==> config.mk <==
export PLATFORM = sky130hd
export DESIGN_NAME = writeback_stage
export DESIGN_NICKNAME = d
export VERILOG_FILES = /design/src/rtl/writeback_stage.sv
export SDC_FILE = /design/constraint.sdc
export NUM_CORES = 1
export LEC_CHECK = 0
export CORE_MARGIN = 2
export CORE_UTILIZATION = 25
export CTS_CLUSTER_SIZE = 40
export DETAILED_ROUTE_END_ITERATION = 16
export MAX_ROUTING_LAYER = met4
export PLACE_DENSITY = 0.49
export SETUP_SLACK_MARGIN = 0.5
export SYNTH_ARGS = -nofsm -noshare
export SYNTH_HDL_FRONTEND = slang
export SYNTH_SLANG_ARGS = --single-unit
export TNS_END_PERCENT = 20
==> constraint.sdc <==
create_clock -name clk -period 2.7 [get_ports clk]
set_input_delay 0.54 -clock clk [delete_from_list [all_inputs] [get_ports clk]]
set_output_delay 0.54 -clock clk [all_outputs]
set_load 0.01 [all_outputs]
==> src/rtl/writeback_stage.sv <==
// Writeback stage: merges a priority ALU lane and a FIFO-buffered long-latency lane
// into one registered register-file write port, with a pending-write scoreboard.
module writeback_stage #(
  parameter int XLEN         = 32,
  parameter int FIFO_DEPTH   = 2,
  parameter int STARVE_LIMIT = 4
) (
  input  logic                          clk,
  input  logic                          reset_n,
  input  logic                          alu_valid,
  input  logic                          alu_we,
  input  logic [4:0]                    alu_rd,
  input  logic [XLEN-1:0]               alu_data,
  output logic                          alu_stall,
  input  logic                          mem_valid,
  output logic                          mem_ready,
  input  logic                          mem_we,
  input  logic [4:0]                    mem_rd,
  input  logic [XLEN-1:0]               mem_data,
  input  logic [4:0]                    q_rs1,
  input  logic [4:0]                    q_rs2,
  output logic                          q_hit1,
  output logic                          q_hit2,
  output logic                          reg_write,
  output logic [4:0]                    write_reg,
  output logic [XLEN-1:0]               write_data,
  output logic [$clog2(FIFO_DEPTH):0]   fifo_count,
  output logic                          waw_conflict
);

  localparam int PW = $clog2(FIFO_DEPTH);
  localparam int CW = PW + 1;
  localparam int SW = $clog2(STARVE_LIMIT + 1);

  logic [4:0]            ent_rd   [FIFO_DEPTH];
  logic [XLEN-1:0]       ent_data [FIFO_DEPTH];
  logic [FIFO_DEPTH-1:0] ent_vld;
  logic [PW-1:0]         head;
  logic [PW-1:0]         tail;
  logic [CW-1:0]         count;
  logic [SW-1:0]         starve;
  logic                  live;

  logic alu_eff;
  logic push;
  logic pop;
  logic fifo_hit1;
  logic fifo_hit2;
  logic fifo_waw;

  assign alu_eff    = alu_valid && alu_we && (alu_rd != 5'd0) && !alu_stall;
  // live keeps mem_ready low until the first edge after reset release
  assign mem_ready  = live && (count < CW'(FIFO_DEPTH));
  assign push       = mem_valid && mem_ready && mem_we && (mem_rd != 5'd0);
  assign pop        = !alu_eff && (count != '0);
  assign fifo_count = count;

  always_comb begin
    fifo_hit1 = 1'b0;
    fifo_hit2 = 1'b0;
    fifo_waw  = 1'b0;
    for (int i = 0; i < FIFO_DEPTH; i++) begin
      if (ent_vld[i]) begin
        if (ent_rd[i] == q_rs1) fifo_hit1 = 1'b1;
        if (ent_rd[i] == q_rs2) fifo_hit2 = 1'b1;
        if (ent_rd[i] == alu_rd) fifo_waw = 1'b1;
      end
    end
  end

  assign q_hit1 = (q_rs1 != 5'd0) &&
                  (fifo_hit1 || (reg_write && write_reg == q_rs1));
  assign q_hit2 = (q_rs2 != 5'd0) &&
                  (fifo_hit2 || (reg_write && write_reg == q_rs2));

  always_ff @(posedge clk) begin
    if (push) begin
      ent_rd[tail]   <= mem_rd;
      ent_data[tail] <= mem_data;
    end
  end

  always_ff @(posedge clk or negedge reset_n) begin
    if (!reset_n) begin
      ent_vld <= '0;
      head    <= '0;
      tail    <= '0;
      count   <= '0;
      live    <= 1'b0;
    end else begin
      live <= 1'b1;
      if (pop) begin
        ent_vld[head] <= 1'b0;
        head          <= head + PW'(1);
      end
      if (push) begin
        ent_vld[tail] <= 1'b1;
        tail          <= tail + PW'(1);
      end
      count <= count + CW'(push) - CW'(pop);
    end
  end

  // stall the ALU for one cycle once the head has been blocked STARVE_LIMIT times
  always_ff @(posedge clk or negedge reset_n) begin
    if (!reset_n) begin
      starve    <= '0;
      alu_stall <= 1'b0;
    end else begin
      if (pop || count == '0) starve <= '0;
      else if (alu_eff)        starve <= starve + SW'(1);
      alu_stall <= alu_eff && (count != '0) &&
                   (starve == SW'(STARVE_LIMIT - 1));
    end
  end

  always_ff @(posedge clk or negedge reset_n) begin
    if (!reset_n) begin
      reg_write    <= 1'b0;
      write_reg    <= '0;
      write_data   <= '0;
      waw_conflict <= 1'b0;
    end else begin
      waw_conflict <= alu_eff && fifo_waw;
      if (alu_eff) begin
        reg_write  <= 1'b1;
        write_reg  <= alu_rd;
        write_data <= alu_data;
      end else if (count != '0) begin
        reg_write  <= 1'b1;
        write_reg  <= ent_rd[head];
        write_data <= ent_data[head];
      end else begin
        reg_write  <= 1'b0;
      end
    end
  end

endmodule

==> impl_results.md <==
* Outcome: finished clean
* Die Height at roughly 150 µm
* Syn-to-layout area delta at 45.5%
* Antenna viol nets, final at 0
* CP required at ~2.2 ns
* Initial antenna violation count at 1
* H-tree depth at 4
* Hpwl dp at 9660 µm
* Largest buffer count on any clock path at 2
* Crit Path Max Fanout at 3
* Die area at 0.0232 mm²
* CP startpoint kind: flip-flop
* Final WL at around 14000 µm
* Critical path depth at 7
* Multi-input gate area at around 0.0019 mm²
* Syn_area_per_cell at about 13 µm²
* Initial Utilization at about a quarter
* Rows at between 50 and 60
* Drt drc at 0
* Share of cells above drive strength 1 at 17.9%
* Crit path cell chain: buf_4, xor2_1, nor4_1, and3_1, a31oi_1, a21oi_1, buf_2
* Gpl congestion at between 0.7 and 0.8
* Sequential share of the synthesized area at 63.1%
* I/O pin count at 135
* Worst Path Arrival at ~1.9 ns
* PortBufs at about 130
* Vias per Instance at about 4.4
* Synth unique cells at 34
* Power per cell area at between 900 and 1000 mW/mm²
* Syn Nets at 524
* Final period util at about 90%
* Fin crit period at around 2.5 ns
* # fillers at roughly 2100
* Regs by FF count: ent_data (64), write_data (32), ent_rd (10)
* Worst min path class: in2async
* Skew-Pair Late Insertion Delay at just over 0.4 ns
* Fin area at around 0.008 mm²
* GRT Total Usage at around an eighth
* Peak VDD IR at 0.397 mV
* Die X at 152 µm
* Max-slew violations at 0
* Seq. cell area at approximately 0.0035 mm²
* Final hold viol count at 0
* Top reg by flops: ent_data
* Core area at roughly 0.022 mm²
* Synthesized cell area at ~0.0055 mm²
* Slowest stage cell, crit path: edfxtp_1
* Layout Utilization at 36.9%
* Kind of critical path: reg2out
* Global-route wire length before repair at roughly 22000 µm
* Drt initial violations at between 150 and 200
* Synth Instances at about 430
* CP top delay family: simple AND/OR/NAND/NOR gates
* Number of global-route vias before repair at about 4200
* Routed len/inst at 15.8 µm
* Worst slew pin tran at between 0.5 and 0.6 ns
* Via count at between 3000 and 4000
* Max stage delay on crit path at 0.39 ns
* F_max at around 410 MHz
* Max-slew headroom at just over 60%
* P_leak at slightly above 3 nW
* Largest net degree at the start of global routing at between 50 and 60
* DP Area at 0.00732 mm²
* CTS root buf: clkbuf_16
* TritonCTS Sinks at between 100 and 150
* TritonCTS clock tree: built
* Drt first pass iters at 4
* Congestion Overflow GR at 0
* Pre-CTS setup slack at -0.321 ns
* Worst Reg-to-Reg Cells at 6
* Setup WS post-layout at 0.247 ns
* Worst-path clk slew at around 0.06 ns
* Clock skew at ~0.0075 ns
* RSZ-0062 raised after global routing: yes
* Worst path buffer plus inverter count at 2
* Final Net Count at approximately 690
* Largest register FFs at 64
* Critical path capture point type: output pin
* Ys Warns at 0
* Num CTS Buffers at 17
* Post-CTS Hold Fix Bufs at 0
* Endpoints failing setup at 0
* Seq cells post-synth at between 100 and 150
* Total of max-cap violations at 0
[worst paths after layout]
kind,start,to,slack (ns)
setup / recovery,ent_rd[0][0],q_hit2,0.25
hold / removal,reset_n,reg_write,0.13
setup reg to reg,fifo_count[1],fifo_count[1],0.86
hold reg to reg,starve[0],starve[0],0.43
max in group asynchronous,reset_n,head,2.29
min in group clk,starve[0],starve[0],0.43
[per-layer routing]
metal,global-route usage [%],routed length (µm)
met3,3.75,860
met5,-,0
met2,20.7,6830
met4,4.49,243
met1,15.3,6110
[placed cells by master, fill, tap and decap left out, types with 3 or more instances in the layout]
| cell type | netlist | routed |
|---|---|---|
| dfrtp_2 | 0 | 3 |
| nand2_1 | 40 | 40 |
| buf_4 | 0 | 28 |
| a21oi_1 | 39 | 38 |
| buf_12 | 0 | 6 |
| clkbuf_16 | 0 | 17 |
| and3_1 | 4 | 4 |
| xor2_1 | 33 | 33 |
| clkinv_2 | 0 | 5 |
| buf_2 | 4 | 3 |
| nor2_4 | 0 | 3 |
| nor4_1 | 8 | 7 |
| edfxtp_1 | 74 | 74 |
| ha_1 | 3 | 3 |
| nand3_1 | 7 | 7 |
| clkinvlp_4 | 0 | 3 |
| clkdlybuf4s50_1 | 0 | 122 |
| xnor2_1 | 11 | 11 |
| or4_1 | 3 | 3 |
| mux2i_1 | 37 | 37 |
| bufinv_16 | 0 | 3 |
| o21ai_2 | 27 | 27 |
| o21ai_1 | 9 | 9 |
| dfrtp_1 | 50 | 47 |
| nor2_1 | 43 | 40 |
| dlygate4sd2_1 | 0 | 9 |
[power by group]
group | switching, mW | total, mW | internal [mW]
Clock | 0.828 | 2.29 | 1.47
Sequential | 0.286 | 2.69 | 2.40
Combinational | 1.21 | 2.46 | 1.25
Total | 2.32 | 7.44 | 5.11
[final cells by class]
cell class	instances	share of cell area, %
multi-input cells	282	24.0
repair buffers	169	20.7
flip-flops and latches	124	43.4
diodes	1	0.0313
clock inverters	12	1.83
inverters	2	0.0938
well taps	280	4.38
clock buffers	20	5.58
[synthesized netlist by cell type (all sizes together)]
master / count / share of area (%)
a21o: 1 / 0.14
a21oi: 39 / 3.5
a22o: 1 / 0.16
a22oi: 1 / 0.14
a31oi: 2 / 0.23
and3: 4 / 0.45
and3b: 1 / 0.16
buf: 12 / 2.0
clkbuf: 11 / 0.75
conb: 1 / 0.068
dfrtp: 50 / 23
edfxtp: 74 / 40
ha: 3 / 0.68
inv: 2 / 0.14
mux2i: 37 / 6.7
nand2: 40 / 2.7
nand3: 7 / 0.64
nor2: 43 / 2.9
nor2b: 1 / 0.11
nor4: 8 / 0.91
o2111ai: 1 / 0.48
o211ai: 1 / 0.14
o21a: 2 / 0.27
o21ai: 39 / 5.6
o41ai: 1 / 0.16
or2: 1 / 0.11
or4: 4 / 0.61
xnor2: 11 / 1.8
xor2: 33 / 5.3
[cell families after synthesis]
| family | count (synthesis) | share of synthesized area, % |
|---|---|---|
| buf+inv | 25 | 2.89 |
| flops | 124 | 63.1 |
| compound gates | 88 | 10.8 |
| xor+xnor | 44 | 7.00 |
| simple gates | 109 | 8.66 |
| fa+ha+maj | 3 | 0.682 |
| other cells | 1 | 0.0681 |
| mux | 37 | 6.73 |
[timing repair]
action / in CTS / in global routing
setup endpoints to repair: 4 / 17
pin swaps: 4 / 7
setup buffers: 8 / 4
hold endpoints to repair: 0 / 0
resized for setup: 17 / 7
cloned: 0 / 0
[through the flow]
stage | power [mW] | TNS (ns) | instances | hold slack, ns
floorplan | 4.01 | 0 | 431 | 0.244
global placement | 5.17 | -0.423 | 845 | 0.418
detailed placement | 5.21 | -0.563 | 845 | 0.430
CTS | 7.55 | 0 | 885 | 0.130
global route | 7.89 | 0 | 890 | 0.143
finish | 7.44 | 0 | 890 | 0.135
Power figures use the tool's default switching activity.
